**src/rtl/mem_arbiter.sv**
```systemverilog
// mem_arbiter: shares one byte-serial memory controller port between the
// instruction fetch path, MEM-stage loads and a FIFO store buffer drain.
// Optional macro LOAD_BYPASS_EN lets loads pass buffered stores to other words.
module mem_arbiter #(
    parameter int SB_DEPTH      = 4,
    parameter int IF_STARVE_MAX = 8
) (
    input  logic        clk,
    input  logic        rst,
    input  logic        rdy,
    input  logic        if_req_i,
    input  logic [31:0] if_addr_i,
    input  logic        flush_i,
    output logic        if_valid_o,
    output logic [31:0] if_inst_o,
    input  logic        mem_req_i,
    input  logic        mem_wr_i,
    input  logic [31:0] mem_addr_i,
    input  logic [1:0]  mem_type_i,
    input  logic [31:0] mem_wdata_i,
    output logic        mem_done_o,
    output logic [31:0] mem_rdata_o,
    output logic        sb_empty_o,
    output logic        dn_valid_o,
    output logic        dn_wr_o,
    output logic [31:0] dn_addr_o,
    output logic [1:0]  dn_type_o,
    output logic [31:0] dn_wdata_o,
    input  logic        dn_done_i,
    input  logic [31:0] dn_rdata_i
);
    localparam int AW = $clog2(SB_DEPTH);
    localparam int CW = $clog2(IF_STARVE_MAX + 1);

    typedef enum logic [1:0] {S_IDLE, S_IF, S_LD, S_ST} state_t;

    state_t      r_state, w_state_next;
    logic [AW:0] r_wptr, r_rptr, w_count;
    logic [CW-1:0] r_starve;
    logic        r_drop;
    logic        r_if_valid, r_mem_done, r_dn_valid, r_dn_wr;
    logic [31:0] r_if_inst, r_mem_rdata, r_dn_addr, r_dn_wdata;
    logic [1:0]  r_dn_type;

    // Store buffer storage; pointers carry one extra wrap bit
    logic [31:0] r_sb_addr [SB_DEPTH];
    logic [1:0]  r_sb_type [SB_DEPTH];
    logic [31:0] r_sb_data [SB_DEPTH];

    logic w_full, w_empty, w_push, w_if_req, w_ld_req, w_ld_ok;
    logic w_grant_if, w_grant_ld, w_grant_st;
    logic [1:0] w_type_norm;
    logic [AW-1:0] w_head;

    assign w_count     = r_wptr - r_rptr;
    assign w_full      = (w_count == (AW+1)'(SB_DEPTH));
    assign w_empty     = (w_count == '0);
    assign w_head      = r_rptr[AW-1:0];
    // Back-to-back accept is blocked while the previous done pulse is visible
    assign w_push      = mem_req_i & mem_wr_i & ~w_full & ~r_mem_done;
    assign w_if_req    = if_req_i & ~flush_i;
    assign w_ld_req    = mem_req_i & ~mem_wr_i;
    assign w_type_norm = (mem_type_i == 2'd2) ? 2'd3 : mem_type_i;

`ifdef LOAD_BYPASS_EN
    // Word-granular overlap check of the pending load against live entries
    logic [SB_DEPTH-1:0] w_hit;
    generate
        for (genvar gi = 0; gi < SB_DEPTH; gi++) begin : g_hit
            logic [AW-1:0] w_off;
            assign w_off      = AW'(gi) - w_head;
            assign w_hit[gi]  = ({1'b0, w_off} < w_count) &&
                                (r_sb_addr[gi][31:2] == mem_addr_i[31:2]);
        end
    endgenerate
    assign w_ld_ok = ~(|w_hit);
`else
    assign w_ld_ok = w_empty;
`endif

    // Fixed-priority arbitration in IDLE; busy states wait for completion
    always_comb begin
        w_state_next = r_state;
        w_grant_if   = 1'b0;
        w_grant_ld   = 1'b0;
        w_grant_st   = 1'b0;
        case (r_state)
            S_IDLE: begin
                if (w_full)                                           w_grant_st = 1'b1;
                else if (r_starve == CW'(IF_STARVE_MAX) && w_if_req)  w_grant_if = 1'b1;
                else if (w_ld_req && w_ld_ok)                         w_grant_ld = 1'b1;
                else if (w_if_req)                                    w_grant_if = 1'b1;
                else if (!w_empty)                                    w_grant_st = 1'b1;
                if (w_grant_st)      w_state_next = S_ST;
                else if (w_grant_if) w_state_next = S_IF;
                else if (w_grant_ld) w_state_next = S_LD;
            end
            default: begin
                if (dn_done_i) w_state_next = S_IDLE;
            end
        endcase
    end

    // Store buffer write port; contents need no reset
    always_ff @(posedge clk) begin
        if (!rst && rdy && w_push) begin
            r_sb_addr[r_wptr[AW-1:0]] <= mem_addr_i;
            r_sb_type[r_wptr[AW-1:0]] <= w_type_norm;
            r_sb_data[r_wptr[AW-1:0]] <= mem_wdata_i;
        end
    end

    // Control state, downstream request registers and response pulses
    always_ff @(posedge clk) begin
        if (rst) begin
            r_state     <= S_IDLE;
            r_wptr      <= '0;
            r_rptr      <= '0;
            r_starve    <= '0;
            r_drop      <= 1'b0;
            r_if_valid  <= 1'b0;
            r_if_inst   <= '0;
            r_mem_done  <= 1'b0;
            r_mem_rdata <= '0;
            r_dn_valid  <= 1'b0;
            r_dn_wr     <= 1'b0;
            r_dn_addr   <= '0;
            r_dn_type   <= '0;
            r_dn_wdata  <= '0;
        end else if (rdy) begin
            r_state    <= w_state_next;
            r_if_valid <= 1'b0;
            r_mem_done <= w_push;
            if (w_push) r_wptr <= r_wptr + 1'b1;

            if (w_grant_if) begin
                r_dn_valid <= 1'b1;
                r_dn_wr    <= 1'b0;
                r_dn_addr  <= if_addr_i;
                r_dn_type  <= 2'd3;
                r_dn_wdata <= '0;
            end else if (w_grant_ld) begin
                r_dn_valid <= 1'b1;
                r_dn_wr    <= 1'b0;
                r_dn_addr  <= mem_addr_i;
                r_dn_type  <= w_type_norm;
                r_dn_wdata <= '0;
            end else if (w_grant_st) begin
                r_dn_valid <= 1'b1;
                r_dn_wr    <= 1'b1;
                r_dn_addr  <= r_sb_addr[w_head];
                r_dn_type  <= r_sb_type[w_head];
                r_dn_wdata <= r_sb_data[w_head];
            end

            if (r_state != S_IDLE && dn_done_i) begin
                r_dn_valid <= 1'b0;
                case (r_state)
                    S_IF: begin
                        if (!r_drop && !flush_i) begin
                            r_if_valid <= 1'b1;
                            r_if_inst  <= dn_rdata_i;
                        end
                    end
                    S_LD: begin
                        r_mem_done  <= 1'b1;
                        r_mem_rdata <= dn_rdata_i;
                    end
                    default: r_rptr <= r_rptr + 1'b1;
                endcase
            end

            if (r_state == S_IF) begin
                if (dn_done_i)    r_drop <= 1'b0;
                else if (flush_i) r_drop <= 1'b1;
            end

            if (!w_if_req || w_grant_if)
                r_starve <= '0;
            else if (r_state != S_IF && r_starve != CW'(IF_STARVE_MAX))
                r_starve <= r_starve + 1'b1;
        end
    end

    assign if_valid_o  = r_if_valid;
    assign if_inst_o   = r_if_inst;
    assign mem_done_o  = r_mem_done;
    assign mem_rdata_o = r_mem_rdata;
    assign sb_empty_o  = w_empty;
    assign dn_valid_o  = r_dn_valid;
    assign dn_wr_o     = r_dn_wr;
    assign dn_addr_o   = r_dn_addr;
    assign dn_type_o   = r_dn_type;
    assign dn_wdata_o  = r_dn_wdata;
endmodule

```
**config.mk**
```make
export PLATFORM = sky130hd
export DESIGN_NAME = mem_arbiter
export DESIGN_NICKNAME = d
export VERILOG_FILES = /design/src/rtl/mem_arbiter.sv
export SDC_FILE = /design/constraint.sdc
export NUM_CORES = 1
export LEC_CHECK = 0
export BUFFER_PORTS_ARGS = -buffer_cell sky130_fd_sc_hd__buf_2
export CAP_MARGIN = 30
export CORE_UTILIZATION = 55
export CTS_BUF_LIST = sky130_fd_sc_hd__clkbuf_4 sky130_fd_sc_hd__clkbuf_8
export CTS_CLUSTER_SIZE = 28
export DETAILED_ROUTE_END_ITERATION = 8
export GPL_TIMING_DRIVEN = 0
export HOLD_SLACK_MARGIN = 0.08
export MAX_ROUTING_LAYER = met4
export PLACE_DENSITY = 0.89
export SLEW_MARGIN = 5
export SYNTH_ARGS = -nofsm -noshare
export SYNTH_HDL_FRONTEND = slang
export SYNTH_SLANG_ARGS = --single-unit
```
**constraint.sdc**
```tcl
create_clock -name clk -period 4.46 [get_ports clk]
set_clock_uncertainty 0.1 [all_clocks]
set_input_delay 0.669 -clock clk [delete_from_list [all_inputs] [get_ports clk]]
set_output_delay 0.669 -clock clk [all_outputs]
set_load 0.02 [all_outputs]
```
==> metrics.md <==
| Metric | Value |
|---|---|
| Status | finished, final reports clean |
| Drc violations | 0 |
| Critical Path Sink Type | flip-flop |
| Unrepaired setup endpoints after global routing | no |
| Layout cell share with drive strength beyond 1 | 32.3% |
| Largest net degree at the start of global routing | 45 |
| Crit path DAT | between 3000 and 4000 ps |
| Register area | roughly 0.011 mm² |
| Power Total | 8.17 mW |
| Hold Crit Class | input port to flip-flop |
| Synthesized flop and latch total | 413 |
| Startpoint types | flip-flop |
| Antenna viol nets, final | 0 |
| Fin crit share | 68.0% |
| Final Hold Vio Count | 0 |
| Async SR Flop Fraction | 0% |
| Worst-margin pin slew | 875 ps |
| Routed vias/inst | 5.73 |
| Detailed Route Iter0 Violations | 753 |
| Postcts setup bufs | 0 |
| Reg-to-Reg End | dn_addr_o[21] |
| IO Port Bufs | 270 |
| Slew margin rel. | 41.7% |
| CTS H-tree depth | 3 |
| Sequential element share of the synthesized area | 69.5% |
| HPWL Detailed | 25600 µm |
| Fill cells | 1904 |
| Syn nets | roughly 1200 |
| Commonest non-fill, non-tap cell in the layout | buf_2 |
| CTS clk-pin slew, worst paths | 60 ps |
| Reg-to-reg slack, setup | 1430 ps |
| Cell variety after synth | 45 |
| CTS tree | done |
| Area taken by multi-input logic gates | 0.00441 mm² |
| GRT Overall Usage | 27.2% |
| R2r worst-path depth | 8 |
| # setup viols final | 0 |
| Setup WS post-layout | 1430 ps |
| TritonCTS Buffers | 66 |
| Hold path startpoint | mem_wdata_i[12] |
| Cells after DPL | 1743 |
| Post-CTS sizing | 0 |
| Worst hold slack | 227 ps |
| Critical setup path kind | flip-flop to flip-flop |
| Root buffer cell | clkbuf_8 |
| Post-Synthesis Cells | 1091 |
| EDFF count, synth | 264 |
| Area Overhead vs Synth | 20.9% |
| Critical path fanouts, max | 10 |
| Max-slew violation count | 0 |
| Min-Delay Path Depth | 1 |
| # hold bufs at CTS | 0 |
| CTS sink count | 413 |
| Worst ir drop on vdd | 0.393 mV |
| Routed wire length | 38600 µm |
| Overflow after GRT | 0 |
| TNS Setup | 0 ps |
| Crit path required time | about 4800 ps |
| Critical path launch point | r_wptr[0] |
| PwrDens | 431 mW/mm² |
| Via count | 10698 |
| Vias in the first global route | between 10000 and 15000 |
| Starting density of the core | 56.2% |
| Synth warnings | 0 |
| Clock buffer depth | 3 |
| Fin area | 0.0190 mm² |
| Reg2reg start | r_wptr[0] |
| Placed instance area | 0.0176 mm² |
| Global-route wire length before repair | 57600 µm |
| Core Footprint | 0.0279 mm² |
| Average wire per standard cell | about 21 µm |
| Die width | between 150 and 200 µm |
| Worst min-delay path endpoint | r_sb_data[2][12] |
| Most frequent cells in the layout | 283 x buf_2, 264 x edfxtp_1, 168 x nand2_1 |
| Leak Pwr | 6.80 nW |
| Drt pass-1 iters | 5 |
| Mapped Area | about 0.016 mm² |
| I/O pin total | 273 |
| Final net count | 1584 |
| Die area | about 0.03 mm² |
| Total of max-cap violations | 0 |
| Worst skew pair latency | 560 ps |
| Pre-CTS setup slack | 1310 ps |
| Post-layout util | between 60% and 70% |
| Std-Cell Rows | 61 |
| Prevailing post-synth register cell | edfxtp_1 |
| Fin crit period | approximately 3000 ps |
| Placer congestion estimate | around 0.78 |
| Initial antenna violation count | 7 |
| Fmax | ~0.33 GHz |
| Final Non-Filler Cells | around 1900 |
| Syn_area_per_cell | 14.4 µm² |
| Die Height | approximately 170 µm |
## logic make-up after synthesis
group	after synthesis	share of synthesized area, %
and+or+nand+nor	309	8.89
adders and majority gates	12	0.957
AOI/OAI and AO/OA	160	6.14
xor gates and xnor gates	6	0.335
buffers and inverters	90	2.45
muxes	101	11.7
DFF	413	69.5
## cell type report
type,instances,share of cell area [%]
Clock inverter,18,0.613
Buffer,78,1.79
Clock buffer,97,6.25
Sequential cell,413,57.5
Inverter,12,0.237
Antenna cell,8,0.106
Multi-Input combinational cell,588,23.2
Tap cell,378,2.49
Timing Repair Buffer,275,7.76
## state kept, by name (all words and copies together) (netlist names), named ones only
| signal | cells |
|---|---|
| r_sb_addr | 128 |
| r_sb_data | 128 |
| dn_addr_o | 32 |
| dn_wdata_o | 32 |
| if_inst_o | 32 |
| mem_rdata_o | 32 |
| r_sb_type | 8 |
| r_starve | 4 |
| r_rptr | 3 |
| r_wptr | 3 |
| dn_type_o | 2 |
| r_state | 2 |
| dn_valid_o | 1 |
| dn_wr_o | 1 |
| if_valid_o | 1 |
| mem_done_o | 1 |
| r_drop | 1 |
## critical path, stage by stage (launching register included)
cell	delay [ps]
dfxtp_1	360
inv_1	110
ha_1	380
and4b_1	280
a211oi_1	340
o21a_1	460
clkbuf_1	490
nand4_1	220
o211ai_1	200
## where the power goes
part	total [mW]	internal [mW]	switching (mW)	leakage, nW
clock	3.18	1.76	1.41	0.703
combinational	0.794	0.279	0.515	2.51
sequential	4.20	4.15	0.0466	3.58
total	8.17	6.19	1.97	6.80
## Yosys cell counts, drive strengths merged (2+ instances only)
| cell | number | area share (%) |
|---|---|---|
| buf | 22 | 0.82 |
| xor2 | 3 | 0.17 |
| a31oi | 5 | 0.20 |
| nor3 | 2 | 0.064 |
| nor2b | 4 | 0.16 |
| edfxtp | 264 | 51 |
| o211ai | 33 | 1.6 |
| or3 | 3 | 0.12 |
| nand3 | 72 | 2.3 |
| o21a | 2 | 0.096 |
| xnor2 | 3 | 0.17 |
| mux2i | 35 | 2.2 |
| and3 | 2 | 0.080 |
| inv | 11 | 0.26 |
| dfxtp | 149 | 19 |
| ha | 12 | 0.96 |
| mux4 | 66 | 9.5 |
| o21ai | 5 | 0.18 |
| clkbuf | 56 | 1.3 |
| nand2b | 3 | 0.12 |
| nor2 | 14 | 0.33 |
| and4b | 2 | 0.13 |
| nand4 | 31 | 1.2 |
| o221ai | 2 | 0.15 |
| o32ai | 2 | 0.11 |
| and2 | 5 | 0.20 |
| nand2 | 168 | 4.0 |
| nand3b | 2 | 0.096 |
| a21oi | 103 | 3.3 |
## worst max path at each step
stage | slack, ps | depth (start not counted) | to
3_3_place_gp | -450 | 5 | r_sb_addr[2][23]
3_5_place_dp | 1310 | 7 | dn_addr_o[21]
6_report | 1430 | 8 | dn_addr_o[21]
2_1_floorplan | 930 | 8 | r_sb_addr[0][0]
5_1_grt | 1280 | 8 | dn_addr_o[21]
4_1_cts | 1440 | 7 | sb_empty_o
## metal layers
metal  wire length, µm  track usage [%]  share of wire (%)  vias up
met2             19200             45.0                 50      533
met4              1070             11.1                2.8        0
met5                 0                -                  0        -
li1                  -                -                  -     4833
met1             14900             31.5                 39     5241
met3              3410             7.43                8.8       91
Note: power is estimated with default switching activity, not from simulation.
